$ cat src/rtl/command_initiator.sv
// Host-side ASCII register-access initiator: serialises write/read frames to a UART byte
// transmitter and decodes the hex read response. Optional read timeout via `define RD_TIMEOUT_EN.
module command_initiator #(
    parameter int ADDR_WIDTH     = 16,
    parameter int DATA_WIDTH     = 16,
    parameter int TIMEOUT_CYCLES = 65535
) (
    input  logic                  clk,
    input  logic                  reset,
    input  logic                  cmd_valid,
    output logic                  cmd_ready,
    input  logic                  cmd_rw,
    input  logic [ADDR_WIDTH-1:0] cmd_addr,
    input  logic [DATA_WIDTH-1:0] cmd_wr_data,
    output logic [7:0]            tx_byte,
    output logic                  tx_valid,
    input  logic                  tx_ready,
    input  logic [7:0]            rx_byte,
    input  logic                  rx_valid,
    output logic [DATA_WIDTH-1:0] rd_data,
    output logic                  rd_valid,
    output logic                  rd_err,
    output logic                  busy
);

    localparam int ADDR_CHARS = ADDR_WIDTH / 4;
    localparam int DATA_CHARS = DATA_WIDTH / 4;
    localparam int MAX_CHARS  = (ADDR_CHARS > DATA_CHARS) ? ADDR_CHARS : DATA_CHARS;
    localparam int CW         = $clog2(MAX_CHARS + 1);

    typedef enum logic [2:0] {
        S_IDLE, S_ADDR, S_CMD, S_DATA, S_LF, S_WAIT
    } state_t;

    state_t                  state, next_state;
    logic                    rw_q;
    logic [ADDR_WIDTH-1:0]   addr_q;
    logic [DATA_WIDTH-1:0]   data_q;
    logic [CW-1:0]           cnt;
    logic                    rx_hex;
    logic [3:0]              rx_nib;
    logic                    rx_take;
    logic                    tx_fire;
    logic                    timeout;

    function automatic logic [7:0] hex_enc(input logic [3:0] n);
        return (n < 4'd10) ? (8'h30 + {4'h0, n}) : (8'h37 + {4'h0, n});
    endfunction

    always_comb begin
        rx_hex = 1'b1;
        rx_nib = 4'h0;
        if (rx_byte >= 8'h30 && rx_byte <= 8'h39)
            rx_nib = rx_byte[3:0];
        else if ((rx_byte >= 8'h41 && rx_byte <= 8'h46) || (rx_byte >= 8'h61 && rx_byte <= 8'h66))
            rx_nib = rx_byte[3:0] + 4'd9;
        else
            rx_hex = 1'b0;
    end

    assign rx_take = (state == S_WAIT) && rx_valid;
    assign tx_fire = tx_valid && tx_ready;

`ifdef RD_TIMEOUT_EN
    localparam int TW = $clog2(TIMEOUT_CYCLES + 1);
    logic [TW-1:0] timer;

    always_ff @(posedge clk or posedge reset) begin
        if (reset)
            timer <= '0;
        else if (state != S_WAIT || rx_take)
            timer <= '0;
        else
            timer <= timer + 1'b1;
    end

    // Fires on the edge where the count would reach TIMEOUT_CYCLES; a char arriving wins.
    assign timeout = (state == S_WAIT) && !rx_valid && (timer == TW'(TIMEOUT_CYCLES - 1));
`else
    assign timeout = 1'b0;
`endif

    always_ff @(posedge clk or posedge reset) begin
        if (reset)
            state <= S_IDLE;
        else
            state <= next_state;
    end

    always_comb begin
        next_state = state;
        case (state)
            S_IDLE: if (cmd_valid) next_state = S_ADDR;
            S_ADDR: if (tx_ready && cnt == CW'(ADDR_CHARS - 1)) next_state = S_CMD;
            S_CMD:  if (tx_ready) next_state = rw_q ? S_WAIT : S_DATA;
            S_DATA: if (tx_ready && cnt == CW'(DATA_CHARS - 1)) next_state = S_LF;
            S_LF:   if (tx_ready) next_state = S_IDLE;
            S_WAIT: begin
                if (rx_valid && (!rx_hex || cnt == CW'(DATA_CHARS - 1)))
                    next_state = S_IDLE;
                else if (timeout)
                    next_state = S_IDLE;
            end
            default: next_state = S_IDLE;
        endcase
    end

    always_comb begin
        cmd_ready = (state == S_IDLE);
        busy      = (state != S_IDLE);
        tx_valid  = 1'b0;
        tx_byte   = 8'h00;
        case (state)
            S_ADDR: begin
                tx_valid = 1'b1;
                tx_byte  = hex_enc(addr_q[ADDR_WIDTH-1 -: 4]);
            end
            S_CMD: begin
                tx_valid = 1'b1;
                tx_byte  = rw_q ? 8'h40 : 8'h21;
            end
            S_DATA: begin
                tx_valid = 1'b1;
                tx_byte  = hex_enc(data_q[DATA_WIDTH-1 -: 4]);
            end
            S_LF: begin
                tx_valid = 1'b1;
                tx_byte  = 8'h0A;
            end
            default: ;
        endcase
    end

    // Address/data are shifted left per transfer so the outgoing nibble is always the top one.
    always_ff @(posedge clk or posedge reset) begin
        if (reset) begin
            rw_q     <= 1'b0;
            addr_q   <= '0;
            data_q   <= '0;
            cnt      <= '0;
            rd_data  <= '0;
            rd_valid <= 1'b0;
            rd_err   <= 1'b0;
        end else begin
            rd_valid <= 1'b0;
            rd_err   <= 1'b0;
            if (state == S_IDLE && cmd_valid) begin
                rw_q   <= cmd_rw;
                addr_q <= cmd_addr;
                data_q <= cmd_wr_data;
                if (cmd_rw)
                    rd_data <= '0;
            end
            if (state != next_state)
                cnt <= '0;
            else if (tx_fire || rx_take)
                cnt <= cnt + 1'b1;
            if (tx_fire && state == S_ADDR)
                addr_q <= addr_q << 4;
            if (tx_fire && state == S_DATA)
                data_q <= data_q << 4;
            if (rx_take) begin
                if (rx_hex)
                    rd_data <= (rd_data << 4) | DATA_WIDTH'(rx_nib);
                if (!rx_hex || cnt == CW'(DATA_CHARS - 1)) begin
                    rd_valid <= 1'b1;
                    rd_err   <= !rx_hex;
                end
            end else if (timeout) begin
                rd_valid <= 1'b1;
                rd_err   <= 1'b1;
            end
        end
    end

endmodule

$ cat config.mk
export PLATFORM = sky130hd
export DESIGN_NAME = command_initiator
export DESIGN_NICKNAME = d
export VERILOG_FILES = /design/src/rtl/command_initiator.sv
export SDC_FILE = /design/constraint.sdc
export NUM_CORES = 1
export LEC_CHECK = 0
export CAP_MARGIN = 15
export CORE_ASPECT_RATIO = 0.5
export CORE_MARGIN = 2
export CORE_UTILIZATION = 35
export CTS_CLUSTER_DIAMETER = 50
export DETAILED_ROUTE_END_ITERATION = 10
export MAX_ROUTING_LAYER = met4
export PLACE_DENSITY = 0.7
export SKIP_LAST_GASP = 1
export SLEW_MARGIN = 20
export SYNTH_ARGS = -nofsm -noshare
export SYNTH_HDL_FRONTEND = slang
export SYNTH_SLANG_ARGS = --single-unit
$ cat constraint.sdc
create_clock -name clk -period 2.3 [get_ports clk]
set_input_delay 0.345 -clock clk [delete_from_list [all_inputs] [get_ports clk]]
set_output_delay 0.345 -clock clk [all_outputs]
set_load 0.01 [all_outputs]
==> results.tsv, run 1 <==
metric	value	unit
Non-Filler Instances	557	
first-pass GRT wire length	12.9	mm
vias in the first global route	2715	
mux cell area share after synthesis	0.100	
design area	4440	sq um
WP buf/inv	3	
CTS root buf	clkbuf_16	
core footprint	8740	sq um
max cap viols	0	
RD Place Congestion	0.876	
synthesized area	3150	sq um
Detailed Route Iter0 Violations	159	
worst rel slew slack	0.614	
Worst VDD drop	485	uV
total gr overflow	0	
WL final	7.56	mm
main combinational cell family by area after synthesis	simple AND/OR/NAND/NOR gates	
Syn Inst Count	347	
vias post-DR	2722	
Die Footprint	9830	sq um
# diodes	0	
max incr delay on CP	550	ps
Max FO, Critical Path	4	
most common cell after layout, fill and taps aside	clkdlybuf4s50_1	
Max stage delay cell, worst path	clkdlybuf4s50_1	
Worst Setup Start Kind	flip-flop	
vias per inst	4.89	
Pwr Total	4.69	mW
endpoints failing setup	1	
setup_tns	-133	ps
CTS tree	done	
XOR/XNOR Fraction of Synth Area	0.0139	
H-tree depth	3	
Synthesized Nets	400	
Placed Area	4140	sq um
Synth area leaders	dfrtp_1, mux2i_1, nand2_1	
CP Cell Sequence	inv_2 > ha_1 > inv_1 > nor2_1 > a211o_1 > a21oi_1 > clkdlybuf4s50_1	
initial antenna violation count	0	
WL per Instance	13.6	um
LEAKAGE	2.02	nW
area added between synthesis and finish	40.9	%
Crit. End Element	output port	
die height	71.1	um
minimum hold slack	405	ps
gr usage total	0.168	
FMAX	411	MHz
mean post-synth cell area	9.09	sq um
clock latency on the worst-skew pair	320	ps
CP arrival	2090	ps
Inst Count DP	541	
total clock sinks	57	
Slew @ Worst Pin	579	ps
failing checks	negative setup slack	
cell family with most CP delay	buffers and inverters	
Final #Nets	488	
DRT Pass-1 Iters	4	
status	finished with violations	
clk slew on worst S/H paths	50	ps
critical path type	reg -> out	
clk_skew	4.55	ps
post-synthesis register bit count	57	
most frequent cells in the layout	clkdlybuf4s50_1, dfrtp_1, nand2_1, nor2_1, mux2i_1	
top-area cell type share of the netlist area	0.452	
FP Rows	24	
Post-Synth Simple-Gate Area	0.175	
fin worst setup slack	-133	ps
Synth area leader	dfrtp_1	
Pwr Density	1050	nW/um^2
share of layout cells above drive strength 1	0.145	
final worst-path cycle share	1.06	
FFs w/ async S/R, synth	1.00	
Hold Fails Final Rpt	0	
Min-Delay Path Class	in -> async	
clk buf depth	2	
initial core utilization	0.361	
# IOs	75	
Num CTS Buffers	9	
post-synthesis compound-gate area fraction	0.161	
max-slew violation count	0	
fraction of the mapped netlist area in adder cells	0.0278	
RSZ-0062 raised after global routing	true	
Req. time, crit path	1960	ps
Tmin final	2430	ps
Detail Placement HPWL	5.52	mm
synth warn	0	
Unique masters post-synth	54	
largest net degree at the start of global routing	33	
sequential area share after synthesis	0.452	
input/output buffers	73	
DR DRC count	0	
Die Span X	138	um
number of enable flip-flop cells after synthesis	0	
post-route ant nets	0	
CTS hold repair buffers	0	
ys flop type	dfrtp_1	
-- final timing paths --
| path | from | to | slack (ps) | cells after the start |
|---|---|---|---|---|
| worst min register to register | addr_q[1]$_DFFE_PP0P_ | addr_q[5]$_DFFE_PP0P_ | 470 | 2 |
| worst min-delay path | reset | rd_data[7]$_DFF_PP0_ | 400 | 2 |
| worst max-delay path | addr_q[13]$_DFFE_PP0P_ | tx_byte[1] | -130 | 7 |
| min in group clk | addr_q[1]$_DFFE_PP0P_ | addr_q[5]$_DFFE_PP0P_ | 470 | 2 |
| worst max register to register | state[1]$_DFF_PP0_ | rd_data[13]$_DFF_PP0_ | 200 | 6 |
| max in group asynchronous | reset | addr_q[9]$_DFFE_PP0P_ | 1320 | 3 |
-- power by group --
group	internal, mW	switching (mW)	leakage, nW
Clock	0.779	0.446	0.137
Combinational	0.943	0.929	1.14
Sequential	1.34	0.247	0.734
Total	3.06	1.62	2.02
-- final cells by class --
class | instances | area (sq um)
Clock buffer | 11 | 253
Multi-Input combinational cell | 243 | 1530
Fill cell | 798 | 4290
Clock inverter | 5 | 30.0
Sequential cell | 57 | 1430
Inverter | 24 | 90.1
Timing Repair Buffer | 100 | 963
Tap cell | 117 | 146
-- synthesized netlist by cell type, types with 3 or more instances --
cell	number
nand2b_1	4
mux2i_1	27
xnor2_1	4
dfrtp_1	57
o311ai_0	3
a211oi_1	3
buf_1	3
nor2_1	29
ha_1	7
nor2b_1	4
o21ai_0	18
nand2_1	52
a21oi_1	23
nor3_1	6
clkbuf_1	14
mux2_2	4
inv_1	24
o22ai_1	13
a31oi_1	6
nor3b_1	3
o32ai_1	4
-- cell families (layout without fill, tap and decap cells) --
kind of cell	after synthesis	after routing
flip-flops	57	57
buffers and inverters	47	140
XOR/XNOR	5	5
AND/OR/NAND/NOR	116	116
adder cells (fa/ha/maj)	7	7
AO/OA/AOI/OAI	83	83
other	1	1
multiplexers	31	31
-- through the flow --
stage | setup slack, ps | utilization
2_1_floorplan | 400 | -
3_3_place_gp | -157 | 0.474
3_5_place_dp | -165 | 0.474
4_1_cts | -217 | 0.507
5_1_grt | -245 | 0.509
6_report | -133 | 0.509
-- timing repair --
item | 4_1_cts | 5_1_grt
gates resized for setup | 6 | 7
buffers inserted | 0 | 0
endpoints found under the setup margin | 7 | 8
-- state kept, by name (all words and copies together) (netlist names) --
register,cells
state,3
addr_q,16
rd_err,1
rd_valid,1
cnt,3
rw_q,1
data_q,16
rd_data,16
-- per-layer routing --
metal	share of wire	GRT usage	vias up
met5	0	-	-
met4	0.011	0.0601	0
met3	0.046	0.0420	6
met2	0.48	0.263	63
met1	0.47	0.215	1272
li1	-	-	1381
Power figures use the tool's default switching activity.
==> inputs of run 2 (changes only) <==
GPL_ROUTABILITY_DRIVEN = 0   (was unset)
clock period = 2.8 ns   (was 2.3 ns; I/O delays follow)
==> run 2 against run 1 <==
  * The run now ends clean
  * Wire length decreased by 3.3%
  * Clock skew increased by 3.1 ps
  * Via count decreased by 2.3%
  * Die area unchanged
  * Flip-flop and latch count unchanged
  * Non-clock buffer count decreased by 16
  * First-iteration DRC count increased by 31%
  * Cell area decreased by 3.0%
  * Critical path type unchanged
  * Highest routed layer unchanged
==> results.tsv, run 2 (same netlist as run 1, synthesis figures left out) <==
metric	value	unit	change
status	finished, final reports clean		was finished with violations
Max stage delay cell, worst path	clkdlybuf4s50_1		unchanged
critical path type	reg -> out		unchanged
Max FO, Critical Path	6		was 4
Die Span X	138	um	unchanged
RSZ-0062 raised after global routing	false		was true
Psw	1.32	mW	was 1.62 mW
worst rel slew slack	0.522		was 0.614
final worst-path cycle share	0.943		
FMAX	379	MHz	
worst slack at placement	73.4	ps	was -165 ps
CP arrival	2220	ps	was 2090 ps
Reg2Reg Depth	5		was 6
Worst VDD drop	368	uV	was 485 uV
Worst Setup Start Kind	flip-flop		unchanged
Final #Nets	472		was 488
FF-to-FF Start	state[1]$_DFF_PP0_		unchanged
reg2reg setup slack	580	ps	was 200 ps
input/output buffers	73		unchanged
# diodes	0		unchanged
FF+latch area	1430	sq um	about the same
die height	71.1	um	unchanged
GR Layer Usage met2	0.249		was 0.263
Detailed Route Iter0 Violations	209		was 159
vias per inst	4.91		was 4.89
Tmin final	2640	ps	
clk_skew	7.67	ps	was 4.55 ps
max incr delay on CP	550	ps	about the same
setup_tns	0	ps	was -133 ps
met1 global-route usage	0.201		was 0.215
clock latency on the worst-skew pair	330	ps	was 320 ps
FP Rows	24		unchanged
Num CTS Buffers	9		unchanged
total gr overflow	0		unchanged
most frequent cells in the layout	clkdlybuf4s50_1, dfrtp_1, nand2_1, nor2_1, mux2i_1		unchanged
Die Footprint	9830	sq um	unchanged
max cap viols	0		unchanged
biggest regs	addr_q x16, data_q x16, rd_data x16		unchanged
CP Cell Sequence	o21ai_1 > nor2_1 > a211o_1 > a21oi_1 > clkdlybuf4s50_1		was inv_2 > ha_1 > inv_1 > nor2_1 > a211o_1 > a21oi_1 > clkdlybuf4s50_1
Hold Fails Final Rpt	0		unchanged
Detail Placement HPWL	5.30	mm	was 5.52 mm
clock power share	0.280		was 0.261
gr usage total	0.160		was 0.168
core footprint	8740	sq um	unchanged
Sequential Power Share	0.344		was 0.339
clk slew on worst S/H paths	50	ps	about the same
WP buf/inv	1		was 3
Min-Delay Path Class	in -> async		unchanged
DR DRC count	0		unchanged
Inst Count DP	525		was 541
most common cell after layout, fill and taps aside	clkdlybuf4s50_1		unchanged
WL per Instance	13.5	um	was 13.6 um
share of layout cells above drive strength 1	0.0967		was 0.145
CTS hold repair buffers	0		unchanged
# fillers	823		was 798
sw frac	0.340		was 0.346
area added between synthesis and finish	36.6	%	was 40.9%
vias in the first global route	2550		was 2715
cell family with most CP delay	compound AO/OA/AOI/OAI gates		was buffers and inverters
fin worst setup slack	160	ps	was -133 ps
Crit. End Element	output port		unchanged
Pwr Density	900	nW/um^2	was 1050 nW/um^2
minimum hold slack	470	ps	was 405 ps
Comb pwr share	0.377		was 0.399
endpoints failing setup	0		was 1
clk buf depth	2		unchanged
vias post-DR	2659		was 2722
largest net degree at the start of global routing	33		unchanged
DRT Pass-1 Iters	5		was 4
Req. time, crit path	2380	ps	was 1960 ps
first-pass GRT wire length	12.1	mm	was 12.9 mm
footprint of the multi-input gates	1520	sq um	was 1530 sq um
Post-CTS Resized	0		was 6
LEAKAGE	1.89	nW	was 2.02 nW
Non-Filler Instances	541		was 557
post-route ant nets	0		unchanged
CTS root buf	clkbuf_16		unchanged
H-tree depth	3		unchanged
CTS tree	done		unchanged
Global Route met3 Usage	0.0467		was 0.0420
WL final	7.31	mm	was 7.56 mm
# IOs	75		unchanged
global routing's busiest layer	met2		unchanged
Post-CTS Setup Inserts	0		unchanged
RR Endpoint	rd_data[7]$_DFF_PP0_		was rd_data[13]$_DFF_PP0_
total clock sinks	57		unchanged
Int Power	2.56	mW	was 3.06 mW
initial core utilization	0.361		unchanged
initial antenna violation count	0		unchanged
Slew @ Worst Pin	717	ps	was 579 ps
max-slew violation count	0		unchanged
## run 2: how the worst max path moves through the flow
stage	from	end	slack, ps	cells past startpoint
after floorplan	rx_byte[7]	rd_data[10]$_DFF_PP0_	820	5
after global placement	rx_byte[0]	rd_data[12]$_DFF_PP0_	180	8
after detailed placement	rx_byte[1]	rd_data[7]$_DFF_PP0_	70	8
after CTS	addr_q[14]$_DFFE_PP0P_	tx_byte[1]	140	5
after global routing	state[1]$_DFF_PP0_	tx_byte[6]	10	3
final	addr_q[14]$_DFFE_PP0P_	tx_byte[1]	160	5
## run 2: metal layers
metal	up-vias	part of all wire
li1	1351	-
met1	1247	0.48
met2	53	0.46
met3	8	0.045
met4	0	0.015
met5	-	0
## run 2: layout make-up
cell class / count / area share
Inverter: 24 / 0.0209
Multi-Input combinational cell: 243 / 0.353
Tap cell: 117 / 0.0340
Timing Repair Buffer: 84 / 0.192
Clock buffer: 11 / 0.0563
Clock inverter: 5 / 0.0128
Sequential cell: 57 / 0.331
## run 2: through the flow
stage | utilization | total power, mW | cell area, sq um
2_1_floorplan | - | 2.22 | 3150
3_3_place_gp | 0.459 | 2.78 | 4010
3_5_place_dp | 0.459 | 2.81 | 4010
4_1_cts | 0.493 | 3.92 | 4310
5_1_grt | 0.493 | 4.15 | 4310
6_report | 0.493 | 3.88 | 4310
## run 2: worst reg2reg max path, delay by kind of cell, from the launching register on
family / cells / cell delay (ps)
compound gates: 1 / 430
buf+inv: 1 / 250
flops: 1 / 800
mux: 1 / 210
simple gates: 2 / 440
## run 2: power groups by stage
stage	sequential (mW)	clock [mW]	combinational (mW)
2_1_floorplan	1.26	0	0.962
5_1_grt	1.37	1.15	1.62
3_5_place_dp	1.34	0	1.47
6_report	1.33	1.08	1.46
4_1_cts	1.33	1.11	1.48
3_3_place_gp	1.34	0	1.44
==> inputs of run 3 (changes only) <==
ABC_AREA = 1   (was unset)
GPL_TIMING_DRIVEN = 0   (was unset)
HOLD_SLACK_MARGIN = 0.03   (was unset)
==> run 3 against run 2 <==
  * Cell count increased by 2.4%
  * Core utilization is 1.4 points higher
  * Wire length down 0.89%
  * Global-route usage grew 1.4 points
  * Synthesized cell count is 2.3% higher
  * Clock skew is 1.8 ps lower
==> results.tsv, run 3 <==
metric	value	unit	change
# diodes	0		unchanged
endpoints failing setup	0		unchanged
FP Rows	23		was 24
final core utilization	0.507		was 0.493
clk_skew	5.88	ps	was 7.67 ps
Num CTS Buffers	9		unchanged
Die Span X	134	um	was 138 um
die height	69.2	um	was 71.1 um
vias per inst	4.79		was 4.91
first-pass GRT wire length	12.5	mm	was 12.1 mm
clk slew on worst S/H paths	50	ps	about the same
Synth area leaders	dfrtp_1, nand2_1, nor2_1		was dfrtp_1, mux2i_1, nand2_1
total clock sinks	57		unchanged
Die Footprint	9300	sq um	was 9830 sq um
max incr delay on CP	480	ps	was 550 ps
Req. time, crit path	2380	ps	about the same
max-slew violation count	0		unchanged
number of enable flip-flop cells after synthesis	0		unchanged
worst rel slew slack	0.532		was 0.522
Unique masters post-synth	34		was 54
initial core utilization	0.367		was 0.361
vias in the first global route	2653		was 2550
top-area cell type share of the netlist area	0.479		was 0.452
Worst Setup Start Kind	flip-flop		unchanged
Pwr Density	902	nW/um^2	was 900 nW/um^2
CTS tree	done		unchanged
Max stage delay cell, worst path	clkdlybuf4s50_1		unchanged
Synthesized Nets	408		was 400
Max FO, Critical Path	5		was 6
Synth area leader	dfrtp_1		unchanged
largest net degree at the start of global routing	58		was 33
DR DRC count	0		unchanged
Tmin final	2670	ps	was 2640 ps
Inst Count DP	540		was 525
CP arrival	2250	ps	was 2220 ps
Worst VDD drop	396	uV	was 368 uV
initial antenna violation count	0		unchanged
total gr overflow	0		unchanged
core footprint	8120	sq um	was 8740 sq um
# IOs	75		unchanged
area added between synthesis and finish	38.2	%	was 36.6%
DRT Pass-1 Iters	4		was 5
mean post-synth cell area	8.38	sq um	was 9.09 sq um
setup_tns	0	ps	unchanged
most frequent cells in the layout	clkdlybuf4s50_1, nand2_1, dfrtp_1, nor2_1, inv_1		was clkdlybuf4s50_1, dfrtp_1, nand2_1, nor2_1, mux2i_1
status	finished, final reports clean		unchanged
Syn Inst Count	355		was 347
Post-CTS Setup Inserts	0		unchanged
Detail Placement HPWL	5.11	mm	was 5.30 mm
clock latency on the worst-skew pair	320	ps	was 330 ps
WL per Instance	13.1	um	was 13.5 um
final worst-path cycle share	0.955		was 0.943
# fillers	763		was 823
CP Cell Sequence	inv_1 > a21oi_1 > inv_1 > a21oi_1 > o21ai_0 > a32o_1 > clkdlybuf4s50_1		was o21ai_1 > nor2_1 > a211o_1 > a21oi_1 > clkdlybuf4s50_1
post-synthesis register bit count	57		unchanged
Min-Delay Path Class	reg -> reg		was in -> async
vias post-DR	2653		was 2659
max cap viols	0		unchanged
most frequent cell after synthesis	nand2_1		was dfrtp_1
Non-Filler Instances	554		was 541
ys flop type	dfrtp_1		unchanged
Crit. End Element	output port		unchanged
most common cell after layout, fill and taps aside	clkdlybuf4s50_1		unchanged
biggest regs	addr_q x16, data_q x16, rd_data x16		unchanged
clk buf depth	2		unchanged
FFs w/ async S/R, synth	1.00		unchanged
Final #Nets	492		was 472
input/output buffers	73		unchanged
sequential area share after synthesis	0.479		was 0.452
RSZ-0062 raised after global routing	false		unchanged
synth warn	0		unchanged
Slew @ Worst Pin	702	ps	was 717 ps
Synth top cells by count	nand2_1, dfrtp_1, nor2_1, inv_1, o21ai_0		was dfrtp_1, nand2_1, nor2_1, mux2i_1, inv_1
critical path type	reg -> out		unchanged
LEAKAGE	1.85	nW	was 1.89 nW
Hold Fails Final Rpt	0		unchanged
share of layout cells above drive strength 1	0.109		was 0.0967
FMAX	374	MHz	was 379 MHz
H-tree depth	3		unchanged
WL final	7.24	mm	was 7.31 mm
Pwr Total	3.71	mW	was 3.88 mW
gr usage total	0.174		was 0.160
synthesized area	2980	sq um	was 3150 sq um
Detailed Route Iter0 Violations	104		was 209
CTS root buf	clkbuf_16		unchanged
post-route ant nets	0		unchanged
run 3: changes by cell type after synthesis, moves of 6 or more:
cell      change
mux2i_1      -27
a21oi_1      -18
nand2_1      +18
nor2_1       +16
inv_1        +15
o21ai_0      +14
clkbuf_1     -13
nand2_2      +10
nand3_1       +8
o22ai_1       +7
a31oi_1       -6
o211ai_1      +6
run 3: power by group:
| part | internal, mW | switching, mW | leakage, nW | total, mW |
|---|---|---|---|---|
| Sequential | 1.08 | 0.133 | 0.723 | 1.21 |
| Combinational | 0.670 | 0.854 | 1.00 | 1.52 |
| Clock | 0.635 | 0.340 | 0.129 | 0.976 |
run 3: area by class of cell:
| type | instances | area (sq um) | area share |
|---|---|---|---|
| Buffer | 11 | 80.1 | 0.0195 |
| Clock buffer | 14 | 264 | 0.0642 |
| Inverter | 44 | 170 | 0.0414 |
| Multi-Input combinational cell | 243 | 1300 | 0.316 |
| Sequential cell | 57 | 1430 | 0.347 |
| Tap cell | 112 | 140 | 0.0341 |
| Timing Repair Buffer | 73 | 731 | 0.178 |
run 3: logic make-up (layout without fill, tap and decap cells):
family / count (synthesis) / in the layout / synth area share
adder cells (fa/ha/maj): 7 / 7 / 0.0294
other: 1 / 1 / 0.00126
buffers and inverters: 55 / 142 / 0.0833
AO/OA/AOI/OAI: 83 / 83 / 0.171
XOR/XNOR: 5 / 5 / 0.0147
AND/OR/NAND/NOR: 147 / 147 / 0.221
flip-flops: 57 / 57 / 0.479
run 3: repair_timing:
item | in CTS | in global routing
gates resized for setup | 0 | 1
hold buffers | 0 | 0
endpoints found under the setup margin | 0 | 1
run 3: stage by stage:
step                      hold WS (ps)  worst slack (ps)  cell area [sq um]
final                              504               125               4110
after global routing               529              6.79               4110
after detailed placement           487               380               3850
after global placement             487              -122               3850
after CTS                          506               150               4110
after floorplan                    466               980               2980
run 3: final timing paths:
check / start / endpoint / slack, ps / cells past startpoint
setup / recovery: addr_q[14]$_DFFE_PP0P_ / tx_byte[2] / 130 / 7
hold / removal: data_q[3]$_DFFE_PP0P_ / data_q[3]$_DFFE_PP0P_ / 500 / 1
setup reg to reg: cnt[0]$_DFFE_PP0P_ / cnt[1]$_DFFE_PP0P_ / 1060 / 11
hold reg to reg: data_q[3]$_DFFE_PP0P_ / data_q[3]$_DFFE_PP0P_ / 500 / 1
max in group asynchronous: reset / rd_data[2]$_DFF_PP0_ / 1770 / 2
min in group asynchronous: reset / data_q[5]$_DFFE_PP0P_ / 580 / 2
run 3: per-layer routing:
metal / track usage / vias up / share of wire
li1: - / 1340 / -
met1: 0.220 / 1249 / 0.48
met2: 0.273 / 56 / 0.46
met3: 0.0475 / 8 / 0.046
met4: 0.0561 / 0 / 0.012
met5: - / - / 0
run 3: critical path, delay by kind of cell, from the launching register on:
| kind | cells | cell delay, ps |
|---|---|---|
| AOI/OAI and AO/OA | 4 | 900 |
| buffers and inverters | 3 | 710 |
| DFF | 1 | 320 |
